File: src/rtl/sub32_pipe.sv
// sub32_pipe: pipelined two's-complement subtractor, d = a - b - bin (mod 2^N).
// One SEG-bit segment is resolved per stage. The borrow ripples from stage to
// stage, and the operands still to be consumed travel alongside it.
// A valid/ready handshake with a global advance enable provides backpressure.
//
// Ports:
//   clk, rst              rising-edge clock, synchronous active-high reset
//   in_valid, in_ready    input handshake (in_ready = !out_valid || out_ready)
//   a, b, bin             minuend, subtrahend, borrow-in
//   out_valid, out_ready  output handshake
//   d                     difference
//   bout                  borrow-out (unsigned a < b + bin)
//   zero                  d == 0
//   ovf                   signed overflow
module sub32_pipe #(
    parameter int unsigned N   = 32,
    parameter int unsigned SEG = 8
) (
    input  logic         clk,
    input  logic         rst,
    input  logic         in_valid,
    output logic         in_ready,
    input  logic [N-1:0] a,
    input  logic [N-1:0] b,
    input  logic         bin,
    output logic         out_valid,
    input  logic         out_ready,
    output logic [N-1:0] d,
    output logic         bout,
    output logic         zero,
    output logic         ovf
);

    localparam int unsigned STAGES = N / SEG;

    logic              adv;

    // Per-stage state; index k holds pipeline stage k+1.
    logic [STAGES-1:0] v_q;
    logic [N-1:0]      res_q [STAGES];
    logic              brw_q [STAGES];
    // The final stage consumes no further operands, so it keeps none.
    logic [N-1:0]      opa_q [STAGES-1];
    logic [N-1:0]      opb_q [STAGES-1];
    logic              zero_q;
    logic              ovf_q;

    // Inputs to each stage's segment computation and the resulting next state.
    logic [N-1:0]      src_a  [STAGES];
    logic [N-1:0]      src_b  [STAGES];
    logic [N-1:0]      src_r  [STAGES];
    logic              src_br [STAGES];
    logic [N-1:0]      res_n  [STAGES];
    logic              brw_n  [STAGES];
    logic [SEG:0]      seg_t;
    logic              zero_n;
    logic              ovf_n;

    assign adv      = !v_q[STAGES-1] || out_ready;
    assign in_ready = adv;

    // Route the stage sources, then resolve one segment per stage.
    always_comb begin
        seg_t = '0;
        for (int k = 0; k < int'(STAGES); k++) begin
            src_a[k]  = '0;
            src_b[k]  = '0;
            src_r[k]  = '0;
            src_br[k] = 1'b0;
            res_n[k]  = '0;
            brw_n[k]  = 1'b0;
        end

        src_a[0]  = a;
        src_b[0]  = b;
        src_r[0]  = '0;
        src_br[0] = bin;
        for (int k = 1; k < int'(STAGES); k++) begin
            src_a[k]  = opa_q[k-1];
            src_b[k]  = opb_q[k-1];
            src_r[k]  = res_q[k-1];
            src_br[k] = brw_q[k-1];
        end

        for (int k = 0; k < int'(STAGES); k++) begin
            // The extra top bit of the (SEG+1)-bit difference is the borrow.
            seg_t = {1'b0, src_a[k][k*SEG +: SEG]}
                  - {1'b0, src_b[k][k*SEG +: SEG]}
                  - (SEG+1)'(src_br[k]);
            res_n[k]                 = src_r[k];
            res_n[k][k*SEG +: SEG]   = seg_t[SEG-1:0];
            brw_n[k]                 = seg_t[SEG];
        end

        // Flags come from the full result as it enters the final stage.
        zero_n = (res_n[STAGES-1] == '0);
        ovf_n  = (src_a[STAGES-1][N-1] ^ src_b[STAGES-1][N-1])
               & (res_n[STAGES-1][N-1] ^ src_a[STAGES-1][N-1]);
    end

    // Stage registers: the whole pipe moves together or holds together.
    always_ff @(posedge clk) begin
        if (rst) begin
            v_q    <= '0;
            zero_q <= 1'b0;
            ovf_q  <= 1'b0;
            for (int k = 0; k < int'(STAGES); k++) begin
                res_q[k] <= '0;
                brw_q[k] <= 1'b0;
            end
            for (int k = 0; k < int'(STAGES) - 1; k++) begin
                opa_q[k] <= '0;
                opb_q[k] <= '0;
            end
        end else if (adv) begin
            v_q[0] <= in_valid;
            for (int k = 1; k < int'(STAGES); k++) begin
                v_q[k] <= v_q[k-1];
            end
            for (int k = 0; k < int'(STAGES); k++) begin
                res_q[k] <= res_n[k];
                brw_q[k] <= brw_n[k];
            end
            for (int k = 0; k < int'(STAGES) - 1; k++) begin
                opa_q[k] <= src_a[k];
                opb_q[k] <= src_b[k];
            end
            zero_q <= zero_n;
            ovf_q  <= ovf_n;
        end
    end

    assign out_valid = v_q[STAGES-1];
    assign d         = res_q[STAGES-1];
    assign bout      = brw_q[STAGES-1];
    assign zero      = zero_q;
    assign ovf       = ovf_q;

endmodule
File: config.mk
export PLATFORM = sky130hd
export DESIGN_NAME = sub32_pipe
export DESIGN_NICKNAME = d
export VERILOG_FILES = /design/src/rtl/sub32_pipe.sv
export SDC_FILE = /design/constraint.sdc
export NUM_CORES = 1
export LEC_CHECK = 0
export ABC_CLOCK_PERIOD_IN_PS = 6060
export CAP_MARGIN = 40
export CORE_MARGIN = 1.5
export CORE_UTILIZATION = 50
export DETAILED_ROUTE_END_ITERATION = 12
export HOLD_SLACK_MARGIN = 0.05
export PLACE_DENSITY = 0.81
export SYNTH_ARGS = -nofsm -noshare
export SYNTH_HDL_FRONTEND = slang
export SYNTH_SLANG_ARGS = --single-unit
File: constraint.sdc
create_clock -name clk -period 6.06 [get_ports clk]
set_input_delay 1.212 -clock clk [delete_from_list [all_inputs] [get_ports clk]]
set_output_delay 1.212 -clock clk [all_outputs]
set_load 0.03 [all_outputs]
* Word-level counts from Yosys, hierarchy flattened
Memories as Yosys holds them, arrays and structs flattened. Cells that the tools add are included.
Cells by class: $add $sub $neg 8, mux-type cells 19, bitwise logic cells 17, reduce and logical (&&, ||, !) cells 3
Operators by type and width (count):
- $mux 32 | 10
- $sub 8x8->9 | 4
- $sub 9x1->9 | 4
- $logic_not 32->1 | 1
- $or 1x1->1 | 14
- $mux 1 | 9
- $xor 1x1->1 | 2
- $and 1x1->1 | 1
- $logic_not 1->1 | 1
- $logic_or 1x1->1 | 1
Storage, ports and cells: flip-flop bits (word level) 6, bits in writable memories 324, input bits 69, output and inout port bits 37, logic and storage cells 54, memories 4
Memory list:
- res_q | depth 4, bits a word 32, rd ports 4, clocked after Yosys merged registers in 0, wr ports 4, line 40 | logic [N-1:0] res_q [STAGES];
- opa_q | depth 3, bits a word 32, rd ports 3, clocked after Yosys merged registers in 0, wr ports 3, line 43 | logic [N-1:0] opa_q [STAGES-1];
- opb_q | depth 3, bits a word 32, rd ports 3, clocked after Yosys merged registers in 0, wr ports 3, line 44 | logic [N-1:0] opb_q [STAGES-1];
- brw_q | depth 4, bits a word 1, rd ports 4, clocked after Yosys merged registers in 0, wr ports 4, line 41 | logic brw_q [STAGES];

* Longest topological paths before layout
word-level depth 6, gate-level depth with buffers 10, mapped depth without buffers 10

* Worst setup path after synthesis
No wires, ideal clock.
kind input -> register, from input out_ready, to memory brw_q[0] (enable), library setup time 573 ps, arrival 5559 ps, data required time 5487 ps, path slack -73 ps, stages on the path 3, buffers on the path 1, cell sequence nor2b_1 > clkbuf_1 > nand2b_1
RTL lines:
- start, declared | line 27 | input logic out_ready,
- end, declared | line 41

* Final worst setup path
from input out_ready, to output in_ready
On the way: cells in the longest elaborated chain, start to end 1
RTL lines:
- $logic_or 1x1->1 | line 59 | assign adv = !v_q[STAGES-1] || out_ready;
- end, declared | line 22 | output logic in_ready,
Every way passes these cells.

==> results.toml <==
[power_and_ir_drop]
share_seq_of_total_power_pct = 50.1
power_density_nw_per_um2 = 298.1
p_leak_nw = 4.435
p_sw_w = 0.0007801
power.share.clock_pct = 33.5
p_sw_share_pct = 24.81
ir_worst_vdd_mv = 0.2425
p_comb_share_pct = 16.4
power_w = 0.003145
power.internal_w = 0.002365

[die]
die_x_um = 134.5
rows = 47
fp.coreArea_um2 = 16760
die_area_um2 = 18090
ios = 106
die_h_um = 134.5
initial_core_util_pct = 51.59

[outcome]
outcome = "finished clean"

[placement]
io_buffers = 105
dpl.hpwl_um = 9028
gp_congestion = 0.8514

[final_layout]
drive_gt1_share_pct = 4.987
final_core_util_pct = 62.95
regArea_um2 = 5525
multi_input_area_um2 = 2745
nets = 902
synthToLayoutAreaGrowth_pct = 22.03
fillCellCount = 1264
diodes = 0

[synthesis]
synth_cell_types = 37
yosysWarnings = 0
yosysMostFrequentCell = "edfxtp_1"
synth_top_area_cell = "edfxtp_1"
synth.area.top_cells = "edfxtp_1, and2_1, ha_1"
syn_avg_cell_area_um2 = 13.08
synth-edff-count = 180
syn-num-nets = 794
synth_flop_cell = "edfxtp_1"
synthCells = 661
ys_ff_latch = 186
synth.top_cells.by_count = "edfxtp_1, and2_1, inv_1"
async_reset_ff_share_pct = 0
ys_seq_area_share_pct = 63.91
yosysTopAreaCellShare_pct = 62.52
netlist_area_um2 = 8646

[grt]
grt_pass1_vias = 4662
grt.overflow.total = 0
antenna_found_initial = 0
grt_usage_pct = 15.22
grt_first_pass_wirelength_um = 21300
grt_max_degree = 182

[drt]
routedWlPerCell_um = 12.86
ant_nets = 0
firstDrtPassIters = 6
first_iter_violations = 218
drt_wl_total_um = 12880
drc = 0
vias_per_cell = 4.727
vias = 4736

[clocking]
clk_pin_slew_worst_paths_ns = 0.07
cts_resized = 0
cts_tree = "built"
cts_buffers = 17
cts.hold.buffers_added = 0
clock_latency_ns = 0.42
postCtsSetupBuffers = 0
clockBufferDepth = 2
cts_root_buffer = "clkbuf_16"
htreeDepth = 4
cts.sinks = 186

[timing]
fin_tns_setup_ns = 0
whs_ns = 0.4657
slew_viol_final = 0
slew_headroom_pct = 37.43
timing.fmax_ghz = 0.2328
timing.final.crit_share_pct = 70.89
worst_slew_pin_slew_ns = 0.9385
hold_viol_final = 0
skew_ns = 0.005464
rsz0062_at_grt = "false"
setup_viol = 0
fin_crit_ns = 4.296

[worst_setup_path]
end_kind = "output port"
crit_top_cell = "clkdlybuf4s50_1"
crit_fanout = 9
cpPeakStageDelay_ns = 0.67
cp.required_ns = 4.85
crit_arrival_ns = 3.08
cpMaxStageDelayCell = "nor2b_1"
path_buf_inv = 3
cp-start-kind = "primary input"
cp_top_family = "buffers and inverters"
critical_path_class = "primary input to output port"
worstPathCellList = "clkdlybuf4s50_1 -> nor2b_1 -> inv_2 -> clkdlybuf4s50_1"

[flow_run]
max-cap-violations = 0

[min_path]
holdCritPathClass = "register to register"
## power groups by stage
stage	Clock (W)	Combinational (W)	Sequential, W
after floorplan	0	0.000293	0.00165
after global placement	0	0.000493	0.00160
after detailed placement	0	0.000516	0.00160
after CTS	0.00108	0.000520	0.00158
after global routing	0.00113	0.000573	0.00159
final	0.00105	0.000516	0.00157
## tightest hold or removal path, stage by stage, from the launching register on
cell and delay, ns:
dfxtp_1 0.31, nand2_1 0.05, a21oi_1 0.05
## logic make-up after synthesis
kind of cell | count (synthesis) | synth area share [%]
simple gates | 228 | 15.15
flops | 186 | 63.91
buf+inv | 104 | 4.515
fa+ha+maj | 64 | 9.957
compound gates | 49 | 3.430
xor+xnor | 30 | 3.039
## metrics by stage
stage | cells | setup WS [ns] | cell area (µm²)
2_1_floorplan | 661 | 1.873 | 8648
3_3_place_gp | 968 | 1.883 | 9940
3_5_place_dp | 970 | 1.745 | 9982
4_1_cts | 1002 | 1.749 | 10550
5_1_grt | 1002 | 1.650 | 10550
6_report | 1002 | 1.764 | 10550
## metal layers
| metal | vias up | track usage, % | routed length (µm) |
|---|---|---|---|
| met5 | - | 0 | 0 |
| met4 | 0 | 6.810 | 291 |
| met2 | 124 | 25.61 | 6150 |
| met3 | 31 | 4.392 | 566 |
| li1 | 2440 | - | - |
| met1 | 2141 | 18.28 | 5875 |
## sequential cells by signal, summed over array words and instances (netlist names)
signal  cells
zero        1
opb_q      48
opa_q      48
ovf         1
res_q      80
brw_q       4
v_q         4
## final timing paths
path | from | slack (ns) | depth (start not counted) | end
worst max-delay path | out_ready | 1.76 | 4 | in_ready
worst min-delay path | v_q[2]$_SDFFE_PP0P_ | 0.47 | 2 | v_q[2]$_SDFFE_PP0P_
worst max register to register | opb_q[0][88]$_SDFFCE_PN0P_ | 3.38 | 10 | zero$_SDFFE_PP0P_
worst min register to register | v_q[2]$_SDFFE_PP0P_ | 0.47 | 2 | v_q[2]$_SDFFE_PP0P_
## layout make-up
| cell class | count | share of cell area, % |
|---|---|---|
| well taps | 220 | 2.609 |
| repair buffers | 109 | 10.63 |
| inverters | 84 | 2.989 |
| flip-flops and latches | 186 | 52.37 |
| clock buffers | 17 | 4.032 |
| multi-input cells | 371 | 26.02 |
| clock inverters | 15 | 1.352 |
## cell usage in the layout (no fill, tap or decap), drive strengths merged
master / Yosys / routed
o22ai: 1 / 1
bufinv: 0 / 1
nor3: 4 / 4
xnor2: 21 / 21
edfxtp: 180 / 180
inv: 84 / 90
ha: 56 / 56
dfxtp: 6 / 6
xor2: 9 / 9
fa: 8 / 8
clkinvlp: 0 / 3
buf: 0 / 4
nand4: 3 / 3
nand2b: 9 / 9
a311oi: 1 / 1
a21o: 7 / 7
nor2: 33 / 33
or4: 2 / 2
o31a: 1 / 1
nor4: 3 / 3
a21bo: 1 / 1
and2: 150 / 150
nand3: 1 / 1
clkinv: 0 / 5
nor2b: 1 / 1
nand3b: 3 / 3
o21a: 1 / 1
and2b: 1 / 1
clkdlybuf4s50: 0 / 105
nor4b: 1 / 1
a211oi: 1 / 1
a211o: 1 / 1
clkbuf: 20 / 17
a31oi: 6 / 6
nand2: 16 / 16
a21oi: 18 / 18
o21ai: 11 / 11
or3: 1 / 1
(Power assumes the default switching activity.)
